===== src/rtl/resp_misr_compactor_pkg.sv =====
// Shared definitions for the response MISR compactor: FSM states, default
// polynomial/seed, and the single MISR step used by RTL and bench models.
package resp_cmp_pkg;

  typedef enum logic [1:0] {
    ST_IDLE,
    ST_SKIP,
    ST_COMPACT,
    ST_DONE
  } state_t;

  localparam int MAX_W = 64;
  localparam logic [15:0] DEF_POLY = 16'h1021;
  localparam logic [15:0] DEF_SEED = 16'hFFFF;

  // Galois step over the low 'width' bits: shift left, fold the MSB back
  // through poly, then XOR in the (already zero-extended) observation.
  function automatic logic [MAX_W-1:0] misr_step(input logic [MAX_W-1:0] sig,
                                                 input logic [MAX_W-1:0] obs,
                                                 input logic [MAX_W-1:0] poly,
                                                 input int               width);
    logic [MAX_W-1:0] mask;
    logic [MAX_W-1:0] nxt;
    mask = (width >= MAX_W) ? '1 : ((MAX_W'(1) << width) - MAX_W'(1));
    nxt  = (sig << 1) & mask;
    if (sig[width-1]) nxt = nxt ^ poly;
    return (nxt ^ obs) & mask;
  endfunction

endpackage


===== src/rtl/resp_misr_compactor_misr_reg.sv =====
// Multiple-input signature register: reloads SEED on load_seed, otherwise
// advances one Galois step per enabled cycle.
module misr_reg
  import resp_cmp_pkg::*;
#(
  parameter int               SIG_W = 16,
  parameter logic [SIG_W-1:0] POLY  = DEF_POLY,
  parameter logic [SIG_W-1:0] SEED  = DEF_SEED,
  parameter int               OBS_W = 2
) (
  input  logic             clk,
  input  logic             load_seed,
  input  logic             en,
  input  logic [OBS_W-1:0] obs,
  output logic [SIG_W-1:0] signature
);

  if (OBS_W < 1 || OBS_W > SIG_W) begin : g_obs_w_check
    $error("misr_reg: OBS_W must be in 1..SIG_W");
  end
  if (SIG_W < 2 || SIG_W > MAX_W) begin : g_sig_w_check
    $error("misr_reg: SIG_W must be in 2..MAX_W");
  end

  // NOTE: sequential state is written with <= so every register samples
  // pre-edge values regardless of block ordering.
  always_ff @(posedge clk) begin
    if (load_seed) begin
      signature <= SEED;
    end else if (en) begin
      signature <= SIG_W'(misr_step(MAX_W'(signature), MAX_W'(obs),
                                    MAX_W'(POLY), SIG_W));
    end
  end

endmodule


===== src/rtl/resp_misr_compactor.sv =====
// Response-capture stage: skips pipeline-fill samples, compacts a window of
// observed outputs into a MISR and compares against a golden signature.
module resp_misr_compactor
  import resp_cmp_pkg::*;
#(
  parameter int               OBS_W = 2,
  parameter int               SIG_W = 16,
  parameter logic [SIG_W-1:0] POLY  = DEF_POLY,
  parameter logic [SIG_W-1:0] SEED  = DEF_SEED,
  parameter int               CNT_W = 16,
  parameter int               SKIP  = 1
) (
  input  logic             tau2015_clk,
  input  logic             rst,
  input  logic             start,
  input  logic [CNT_W-1:0] n_cycles,
  input  logic [SIG_W-1:0] golden,
  input  logic             obs_valid,
  input  logic [OBS_W-1:0] obs,
  output logic             busy,
  output logic             done,
  output logic [SIG_W-1:0] signature,
  output logic [CNT_W-1:0] obs_count,
  output logic             pass
);

  localparam logic [CNT_W-1:0] SKIP_LAST = CNT_W'(SKIP - 1);

  state_t           state, state_nxt;
  logic             start_ok;
  logic             compact_en;
  logic [CNT_W-1:0] skip_cnt;
  logic [CNT_W-1:0] cnt_inc;
  logic [CNT_W-1:0] n_q;
  logic [SIG_W-1:0] golden_q;

  assign compact_en = (state == ST_COMPACT) && obs_valid;
  assign cnt_inc    = obs_count + CNT_W'(1);

  always_ff @(posedge tau2015_clk) begin
    if (rst) state <= ST_IDLE;
    else     state <= state_nxt;
  end

  // NOTE: defaults first so no path through the case leaves a signal
  // unassigned, which would otherwise infer a latch.
  always_comb begin
    state_nxt = state;
    start_ok  = 1'b0;
    case (state)
      ST_IDLE, ST_DONE: begin
        if (start) begin
          start_ok = 1'b1;
          if (n_cycles == '0) state_nxt = ST_DONE;
          else if (SKIP > 0)  state_nxt = ST_SKIP;
          else                state_nxt = ST_COMPACT;
        end
      end
      ST_SKIP: begin
        if (obs_valid && skip_cnt == SKIP_LAST) state_nxt = ST_COMPACT;
      end
      ST_COMPACT: begin
        if (compact_en && cnt_inc == n_q) state_nxt = ST_DONE;
      end
      default: state_nxt = ST_IDLE;
    endcase
  end

  // Counters stop advancing once DONE is reached, so obs_count never passes n_q.
  always_ff @(posedge tau2015_clk) begin
    if (rst) begin
      skip_cnt  <= '0;
      obs_count <= '0;
      n_q       <= '0;
      golden_q  <= '0;
    end else if (start_ok) begin
      skip_cnt  <= '0;
      obs_count <= '0;
      n_q       <= n_cycles;
      golden_q  <= golden;
    end else begin
      if (state == ST_SKIP && obs_valid) skip_cnt <= skip_cnt + CNT_W'(1);
      if (compact_en) obs_count <= cnt_inc;
    end
  end

  misr_reg #(
    .SIG_W(SIG_W),
    .POLY (POLY),
    .SEED (SEED),
    .OBS_W(OBS_W)
  ) u_misr (
    .clk      (tau2015_clk),
    .load_seed(rst || start_ok),
    .en       (compact_en),
    .obs      (obs),
    .signature(signature)
  );

  assign busy = (state == ST_SKIP) || (state == ST_COMPACT);
  assign done = (state == ST_DONE);
  assign pass = done && (signature == golden_q);

endmodule


===== config.mk =====
export PLATFORM = sky130hd
export DESIGN_NAME = resp_misr_compactor
export DESIGN_NICKNAME = d
export VERILOG_FILES = /design/src/rtl/resp_misr_compactor_pkg.sv /design/src/rtl/resp_misr_compactor_misr_reg.sv /design/src/rtl/resp_misr_compactor.sv
export SDC_FILE = /design/constraint.sdc
export NUM_CORES = 1
export LEC_CHECK = 0
export ABC_AREA = 1
export ABC_CLOCK_PERIOD_IN_PS = 2700
export BUFFER_PORTS_ARGS = -buffer_cell sky130_fd_sc_hd__buf_2
export CAP_MARGIN = 10
export CORE_ASPECT_RATIO = 1.2
export CORE_MARGIN = 5
export CORE_UTILIZATION = 50
export CTS_CLUSTER_DIAMETER = 40
export DETAILED_ROUTE_END_ITERATION = 7
export GPL_ROUTABILITY_DRIVEN = 0
export PLACE_DENSITY = 0.84
export SETUP_SLACK_MARGIN = 0.2
export SYNTH_ARGS = -nofsm -noshare
export SYNTH_HDL_FRONTEND = slang
export SYNTH_SLANG_ARGS = --single-unit

===== constraint.sdc =====
create_clock -name tau2015_clk -period 2.7 [get_ports tau2015_clk]
set_clock_uncertainty 0.15 [all_clocks]
set_input_delay 0.54 -clock tau2015_clk [delete_from_list [all_inputs] [get_ports tau2015_clk]]
set_output_delay 0.54 -clock tau2015_clk [all_outputs]
set_load 0.01 [all_outputs]

==> summary.txt, run 1 <==
Remaining DRCs: 0
RR Endpoint: state[0]
Root Buffer: clkbuf_8
Longest Clk Path Bufs: 2
Worst hold start: obs[0]
Number of synthesized register bits: 82
Area post-placement: 4557 sq um
RR Startpoint: obs_count[0]
R2r setup slk: 0.48 ns
CP Capture Type: output pin
Setup TNS Final: 0 ns
Yosys top cell area share: 39.93%
Synth Flop Type: dfxtp_1
Final wirelength: 10.72 mm
Synth Instances: 586
Period utilization: 90.30%
Most common cell in the synthesized netlist: nand2_1
Port Buffers: 72
Post-route ant nets: 0
Vias per cell: 5.499
Crit Path Category: register to output pin
Worst-Skew Late Latency: 0.35 ns
Hold Slack: 0.2772 ns
CTS buffer count: 9
Drt initial violations: 287
Peak VDD IR: 0.0004282 V
Placed insts: 739
Crit start category: register
Gr busiest metal: met2
Fmax: 410.1 MHz
Share of layout cells above drive strength 1: 18.03%
Final WS setup: 0.2618 ns
GR Overflow Total: 0
Die Ht: 109.3 microns
Final non-filler cell total: 755
Largest net degree at the start of global routing: 49
Outcome: complete, no violations
Synth Warn #: 0
RSZ-0062 raised after global routing: no
Final Cell Area: 4806 sq um
Number of global-route vias before repair: 4,025
Met3 usage in global routing: 4.244%
Final HPWL DP: 7.852 mm
Worst Max-Slew Pin Slew: 0.8470 ns
Met1 Track Usage GR: 26.25%
Core area: 8063 sq um
Yosys cell types: 34
Routing usage on met2: 37.06%
Crit-path max FO: 4
Max-cap violations: 0
Row cnt: 36
Worst Reg-to-Reg Cells: 16
First-pass GRT wire length: 17.98 mm
N_diodes: 0
GRT Util Overall: 21.84%
Final setup viols: 0
Die W: 92.78 microns
Sequential fraction of the synthesis area: 39.93%
Clk sinks: 82
Initial Util: 50.99%
Hold crit path type: input pin to register
Post-layout util: 59.61%
Htree depth: 3
Worst Hold End: u_misr.signature[0]
Top cell type by total area after synthesis: dfxtp_1
Tot Pwr: 3.918 mW
Worst Hold Depth: 3
Final Hold Vio Count: 0
Area of the mapped netlist: 4111 sq um
Fin. max-slew vios: 0
Place WS: 0.5194 ns
Synth Area per Inst: 7.016 sq um
Initial antenna violation count: 0
DR WL/cell: 14.19 microns
Tmin final: 2.438 ns
Detailed-router iteration count before antenna repair: 5
Max-slew headroom: 43.47%
Leak: 2.153 nW
Net Count, Synth: 630
Syn-to-layout area delta: 16.89%
IO Pins: 73
FFs w/ async S/R, synth: 0%
PwrDens: 815.2 nW/um^2
Largest cells by area after synthesis: dfxtp_1 (40%), nand2_1 (8.7%), o21ai_0 (7.8%)
Vias: 4,152
Die area: 10,140 sq um
EDFF count, synth: 0
Hold_buf cts: 0
Final nets: 700
Synth cell count leaders: nand2_1 (95), dfxtp_1 (82), inv_1 (80)
Required time of the critical path: 2.01 ns
Clk slew on worst S/H paths: 0.08 ns
CP arrival: 1.75 ns
CTS tree: yes
-- layout by cell type (no fill, tap or decap), types with 2 or more instances in the layout --
master,instances
nand3b_1,3
nor2_1,61
a21oi_1,55
o22ai_1,4
xnor3_1,2
nor4_1,7
clkbuf_8,11
clkbuf_1,2
nand2_1,95
nand2_2,6
inv_1,79
dfxtp_2,3
o211ai_1,9
a221oi_1,2
o21ai_1,2
xnor2_1,4
buf_2,72
nor2_4,4
xor2_1,4
dfxtp_1,78
bufinv_16,2
o21ai_0,63
ha_1,5
buf_4,6
nand3_1,43
nor2_2,4
nor3_2,4
nor3_1,3
o21a_1,3
nand4_1,10
-- where the power goes --
part,leakage (nW),switching [mW],internal [mW]
combinational,1.37,0.766,0.463
clock,0.110,0.426,0.568
sequential,0.670,0.220,1.47
-- registers in the layout (all words and copies together) (netlist names) --
name / count
golden_q: 16
u_misr.signature: 16
n_q: 16
obs_count: 16
state: 2
skip_cnt: 16
-- cell type report --
cell class	count	area (sq um)
clock buffer	13	158.9
clock inverter	2	60.06
fill	734	3257
inverter	81	304.0
multi-input combinational	404	2110
sequential	82	1649
tap	95	118.9
timing repair buffer	78	405.4
-- worst max-delay path: stages (launching register included) --
cell and delay, ns:
dfxtp_1 0.37, inv_1 0.11, a221oi_2 0.26, o2111ai_1 0.17
nor4_2 0.30, buf_2 0.18
-- worst max-delay path by stage --
stage                                    start              endpoint
after detailed placement          obs_count[0]              state[0]
after global routing       u_misr.signature[2]                  pass
after CTS                 u_misr.signature[15]                  pass
final                      u_misr.signature[2]                  pass
after global placement            obs_count[0]              state[1]
after floorplan                       state[0]  u_misr.signature[10]
-- routing by layer --
layer  share of wire, %  up-vias
met4                2.7        0
li1                   -     2081
met5                  0        -
met1                 40     1868
met3                8.1       21
met2                 49      182
-- timing repair --
action	4_1_cts	5_1_grt
endpoints found under the setup margin	1	1
setup buffers	0	1
gates resized for setup	1	9
pin swaps	0	3
-- kinds of logic (layout without fill, tap and decap cells) --
family | after synthesis | after routing | share of synthesized area (%)
simple gates | 244 | 244 | 27.18
compound gates | 144 | 144 | 19.14
buf+inv | 100 | 174 | 9.130
flops | 82 | 82 | 39.93
xor+xnor | 10 | 10 | 2.800
fa+ha+maj | 6 | 6 | 1.826
Note: power is estimated with default switching activity, not from simulation.
==> run 2: changes to the inputs <==
Settings changed: CORE_ASPECT_RATIO 1.2 to unset.
==> summary.txt, run 2 (synthesis gave the netlist of run 1 again) <==
Clk slew on worst S/H paths: 0.08 ns (about the same)
Core area: 8134 sq um (+0.88%)
DR WL/cell: 13.99 microns (-1.4%)
Leading cell type in the layout, fill and taps excluded: nand2_1
CP peak stage delay: 0.39 ns (+0.02 ns)
Flop pwr share: 43.3% (about the same)
Row cnt: 33 (-8.3%)
Met1 WL: 4.361 mm (+1.2%)
Fmax: 407.6 MHz (-0.61%)
Initial Util: 50.55% (-0.45 points)
Max-slew headroom: 46.25% (+2.8 points)
Die area: 10,140 sq um (about the same)
Place WS: 0.4827 ns (-0.03671 ns)
Leak: 2.150 nW (-0.13%)
Remaining DRCs: 0 (unchanged)
Clock power frac: 24.6% (-0.8 points)
Final WS setup: 0.2469 ns (-0.01492 ns)
GRT Util Overall: 21.40% (-0.45 points)
PwrDens: 813.6 nW/um^2 (-0.20%)
Initial antenna violation count: 0 (unchanged)
CP arrival: 1.76 ns (about the same)
IO Pins: 73 (unchanged)
Sw Share: 36.75% (+0.71 points)
Wire length on met3: 1.002 mm (+16%)
Fin. max-slew vios: 0 (unchanged)
RSZ-0062 raised after global routing: no
NetSw: 1.436 mW (+1.7%)
Final wirelength: 10.69 mm (-0.25%)
Die Ht: 100.7 microns (-7.9%)
Longest Clk Path Bufs: 2 (unchanged)
Post-route ant nets: 0 (unchanged)
Die W: 100.7 microns (+8.5%)
CP Capture Type: output pin
Crit-path max FO: 4 (unchanged)
Largest net degree at the start of global routing: 49 (unchanged)
Crit start category: register
Period utilization: 90.86% (+0.55 points)
Vias: 4,140 (-0.29%)
Final nets: 700 (unchanged)
Peak VDD IR: 0.0004455 V (+4.0%)
GR Overflow Total: 0 (unchanged)
Hold crit path type: input pin to register
Port Buffers: 72 (unchanged)
Syn-to-layout area delta: 16.83% (about the same)
Worst Reg-to-Reg Cells: 12 (-4)
Clk sinks: 82 (unchanged)
Max-cap violations: 0 (unchanged)
Outcome: complete, no violations
Max Used Layer: met4
CTS tree: yes
Final HPWL DP: 7.898 mm (+0.58%)
Share of layout cells above drive strength 1: 17.91% (-0.12 points)
Tmin final: 2.453 ns (+0.01492 ns)
Number of global-route vias before repair: 3,843 (-4.5%)
Required time of the critical path: 2.01 ns (about the same)
Most frequent cells in the layout: nand2_1 (95), inv_1 (79), dfxtp_1 (78), buf_2 (72), o21ai_0 (63)
Final Hold Vio Count: 0 (unchanged)
Drt initial violations: 202 (-30%)
Slowest CP cell: dfxtp_1
CTS buffer count: 9 (unchanged)
Vias per cell: 5.419 (-1.5%)
N_diodes: 0 (unchanged)
Met2 wire length: 5.158 mm (-1.8%)
Final setup viols: 0 (unchanged)
CP cell instances: ha_1, o21a_1, o2111ai_1, nor4_2, buf_2
Crit Path Category: register to output pin
Tot Pwr: 3.908 mW (-0.25%)
Comb pwr share: 32.1% (+0.7 points)
First-pass GRT wire length: 17.52 mm (-2.6%)
Setup TNS Final: 0 ns (unchanged)
Fillers: 715 (-2.6%)
Htree depth: 3 (unchanged)
Root Buffer: clkbuf_8
Worst Max-Slew Pin Slew: 0.8054 ns (-0.04160 ns)
Worst-Skew Late Latency: 0.35 ns (about the same)
Detailed-router iteration count before antenna repair: 5 (unchanged)
Worst Hold Depth: 3 (unchanged)
P_int: 2.472 mW (-1.4%)
==> run 2: power by group through the flow <==
stage,clock (mW),combinational [mW],sequential (mW)
floorplan,0,0.852,1.69
global placement,0,1.19,1.70
detailed placement,0,1.24,1.71
CTS,0.971,1.24,1.68
global route,1.02,1.41,1.72
finish,0.961,1.26,1.69
==> run 2: stage by stage <==
| stage | instance area, sq um | hold WS (ns) | std cells | util (%) |
|---|---|---|---|---|
| finish | 4803 | 0.2879 | 764 | 59.05 |
| global route | 4803 | 0.2861 | 764 | 59.05 |
| CTS | 4777 | 0.2756 | 763 | 58.73 |
| detailed placement | 4569 | 0.3130 | 749 | 56.18 |
| global placement | 4569 | 0.3075 | 749 | 56.18 |
| floorplan | 4111 | 0.2937 | 586 | - |
==> run 2: routing by layer <==
layer / global-route usage, % / up-vias
met5: 0 / -
met3: 5.467 / 19
li1: - / 2076
met4: 7.358 / 0
met2: 35.49 / 175
met1: 26.93 / 1870
==> run 2: timing repair <==
action,in CTS,in global routing
setup endpoints to repair,1,1
hold buffers,0,0
resized for setup,1,8
pin swaps,0,3
buffers inserted,0,1
==> run 2: area by class of cell <==
type	instances	area (sq um)	share of cell area, %
timing repair buffer	78	405.4	8.440
clock inverter	3	65.06	1.355
inverter	81	304.0	6.330
sequential	82	1649	34.33
clock buffer	11	141.4	2.943
tap	105	131.4	2.735
multi-input combinational	404	2107	43.87
==> run 2: worst paths after layout <==
kind | start | end | slack [ns]
worst max-delay path | state[1] | pass | 0.25
worst min-delay path | golden[10] | golden_q[10] | 0.29
worst max register to register | state[0] | skip_cnt[14] | 0.48
worst min register to register | n_q[2] | n_q[2] | 0.33
==> run 2: critical path: cells and delay by family (launching register included) <==
family	cells	cell delay, ns
flip-flops	1	0.39
AND/OR/NAND/NOR	1	0.31
AO/OA/AOI/OAI	2	0.30
adder cells (fa/ha/maj)	1	0.23
buffers and inverters	1	0.18
==> run 3: changes to the inputs <==
Settings changed: CORE_MARGIN 5 to unset.
==> summary.txt, run 3 (synthesis gave the netlist of run 1 again) <==
Initial Util: 52.39% (+1.8 points)
Drt initial violations: 322 (+59%)
Htree depth: 3 (unchanged)
CTS buffer count: 9 (unchanged)
Max-cap violations: 0 (unchanged)
CP peak stage delay: 0.40 ns (about the same)
Crit-path max FO: 4 (unchanged)
Crit Path Category: register to output pin
Peak VDD IR: 0.0004666 V (+4.7%)
PwrDens: 810.3 nW/um^2 (-0.41%)
Worst hold start: obs[1]
Buffers & Inverters on Critical Path: 1 (unchanged)
Final Cell Area: 4796 sq um (-0.16%)
Longest Clk Path Bufs: 2 (unchanged)
Share of layout cells above drive strength 1: 18.00% (+0.097 points)
Final wirelength: 10.67 mm (-0.23%)
Die W: 92.68 microns (-7.9%)
Hold crit path type: input pin to register
Outcome: complete, no violations
DR WL/cell: 13.98 microns (-0.10%)
Fmax: 414.1 MHz (+1.6%)
Crit path launch: state[1]
GRT Util Overall: 25.80% (+4.4 points)
Number of global-route vias before repair: 4,020 (+4.6%)
Final nets: 700 (unchanged)
GR Overflow Total: 0 (unchanged)
First-pass GRT wire length: 17.44 mm (-0.43%)
P_int: 2.380 mW (-3.7%)
CP Capture Type: output pin
NetSw: 1.506 mW (+4.9%)
Die area: 8590 sq um (-15%)
Worst-Skew Late Latency: 0.37 ns (+0.02 ns)
Tot Pwr: 3.886 mW (-0.57%)
Crit start category: register
IO Pins: 73 (unchanged)
Largest net degree at the start of global routing: 49 (unchanged)
Required time of the critical path: 2.01 ns (about the same)
Place WS: 0.5590 ns (+0.07625 ns)
Final setup viols: 0 (unchanged)
Comb pwr share: 31.9% (-0.2 points)
Final HPWL DP: 7.765 mm (-1.7%)
RSZ-0062 raised after global routing: no
CP cell instances: ha_1, o21a_1, o2111ai_1, nor4_1, buf_2
Sw Share: 38.75% (+2.0 points)
Leak: 2.148 nW (about the same)
Core area: 7848 sq um (-3.5%)
Vias per cell: 5.490 (+1.3%)
Period utilization: 89.44% (-1.4 points)
Most frequent cells in the layout: nand2_1 (95), inv_1 (79), dfxtp_1 (79), buf_2 (72), o21ai_0 (63)
Post-route ant nets: 0 (unchanged)
Final WS setup: 0.2851 ns (+0.03822 ns)
Clk slew on worst S/H paths: 0.09 ns (about the same)
Die Ht: 92.68 microns (-7.9%)
Area post-placement: 4566 sq um (about the same)
Root Buffer: clkbuf_8
Hold Slack: 0.2649 ns (-0.02308 ns)
Syn-to-layout area delta: 16.65%
Final Hold Vio Count: 0 (unchanged)
Port Buffers: 72 (unchanged)
Remaining DRCs: 0 (unchanged)
CP arrival: 1.72 ns (-0.04 ns)
Max-slew headroom: 42.40% (-3.8 points)
N_diodes: 0 (unchanged)
Worst Max-Slew Pin Slew: 0.8631 ns (+0.05765 ns)
Detailed-router iteration count before antenna repair: 6 (+1)
Clk sinks: 82 (unchanged)
Setup TNS Final: 0 ns (unchanged)
Fin. max-slew vios: 0 (unchanged)
RR Startpoint: state[0]
Flop pwr share: 43.6% (+0.3 points)
Vias: 4,189 (+1.2%)
Leading cell type in the layout, fill and taps excluded: nand2_1
Row cnt: 32 (-3.0%)
Worst path top cell family by delay: flip-flops
Slowest CP cell: dfxtp_1
Clock power frac: 24.5% (about the same)
CTS tree: yes
Initial antenna violation count: 0 (unchanged)
Tmin final: 2.415 ns (-0.03822 ns)
run 3: cell type report:
class	count	area, sq um
Clock inverter	7	88.84
Multi-Input combinational cell	404	2101
Timing Repair Buffer	78	405.4
Tap cell	102	127.6
Fill cell	742	3052
Clock buffer	9	123.9
Sequential cell	82	1645
Inverter	81	304.0
run 3: power groups by stage:
| stage | sequential (mW) | combinational, mW | clock, mW |
|---|---|---|---|
| 4_1_cts | 1.68 | 1.22 | 0.955 |
| 3_5_place_dp | 1.71 | 1.22 | 0 |
| 5_1_grt | 1.73 | 1.40 | 1.01 |
| 6_report | 1.69 | 1.24 | 0.954 |
| 3_3_place_gp | 1.69 | 1.17 | 0 |
| 2_1_floorplan | 1.69 | 0.852 | 0 |
run 3: metrics by stage:
stage	std cells	utilization (%)
floorplan	586	-
global placement	746	58.18
detailed placement	746	58.18
CTS	762	60.89
global route	763	61.11
finish	763	61.11
run 3: worst reg2reg max path: cells and delay by family, from the launching register on:
kind	cells	cell delay, ns
XOR/XNOR	1	0.14
adder cells (fa/ha/maj)	1	0.28
flip-flops	1	0.39
AND/OR/NAND/NOR	7	1.10
run 3: timing repair:
| action | in CTS | in global routing |
|---|---|---|
| gates resized for setup | 0 | 6 |
| buffers inserted | 0 | 1 |
| endpoints found under the setup margin | 0 | 1 |
| hold buffers | 0 | 0 |
run 3: per-layer routing:
layer / global-route usage (%) / part of all wire [%] / up-vias
li1: - / - / 2081
met3: 5.090 / 7.2 / 33
met2: 44.32 / 49 / 169
met1: 30.18 / 41 / 1906
met5: 0 / 0 / -
met4: 13.85 / 3.2 / 0
run 3: worst paths after layout:
kind                            cells after the start                  end  slack [ns]
worst min-delay path                                3  u_misr.signature[1]        0.26
worst max-delay path                                5                 pass        0.29
worst max register to register                      9         skip_cnt[15]        0.50
worst min register to register                      2               n_q[3]        0.33
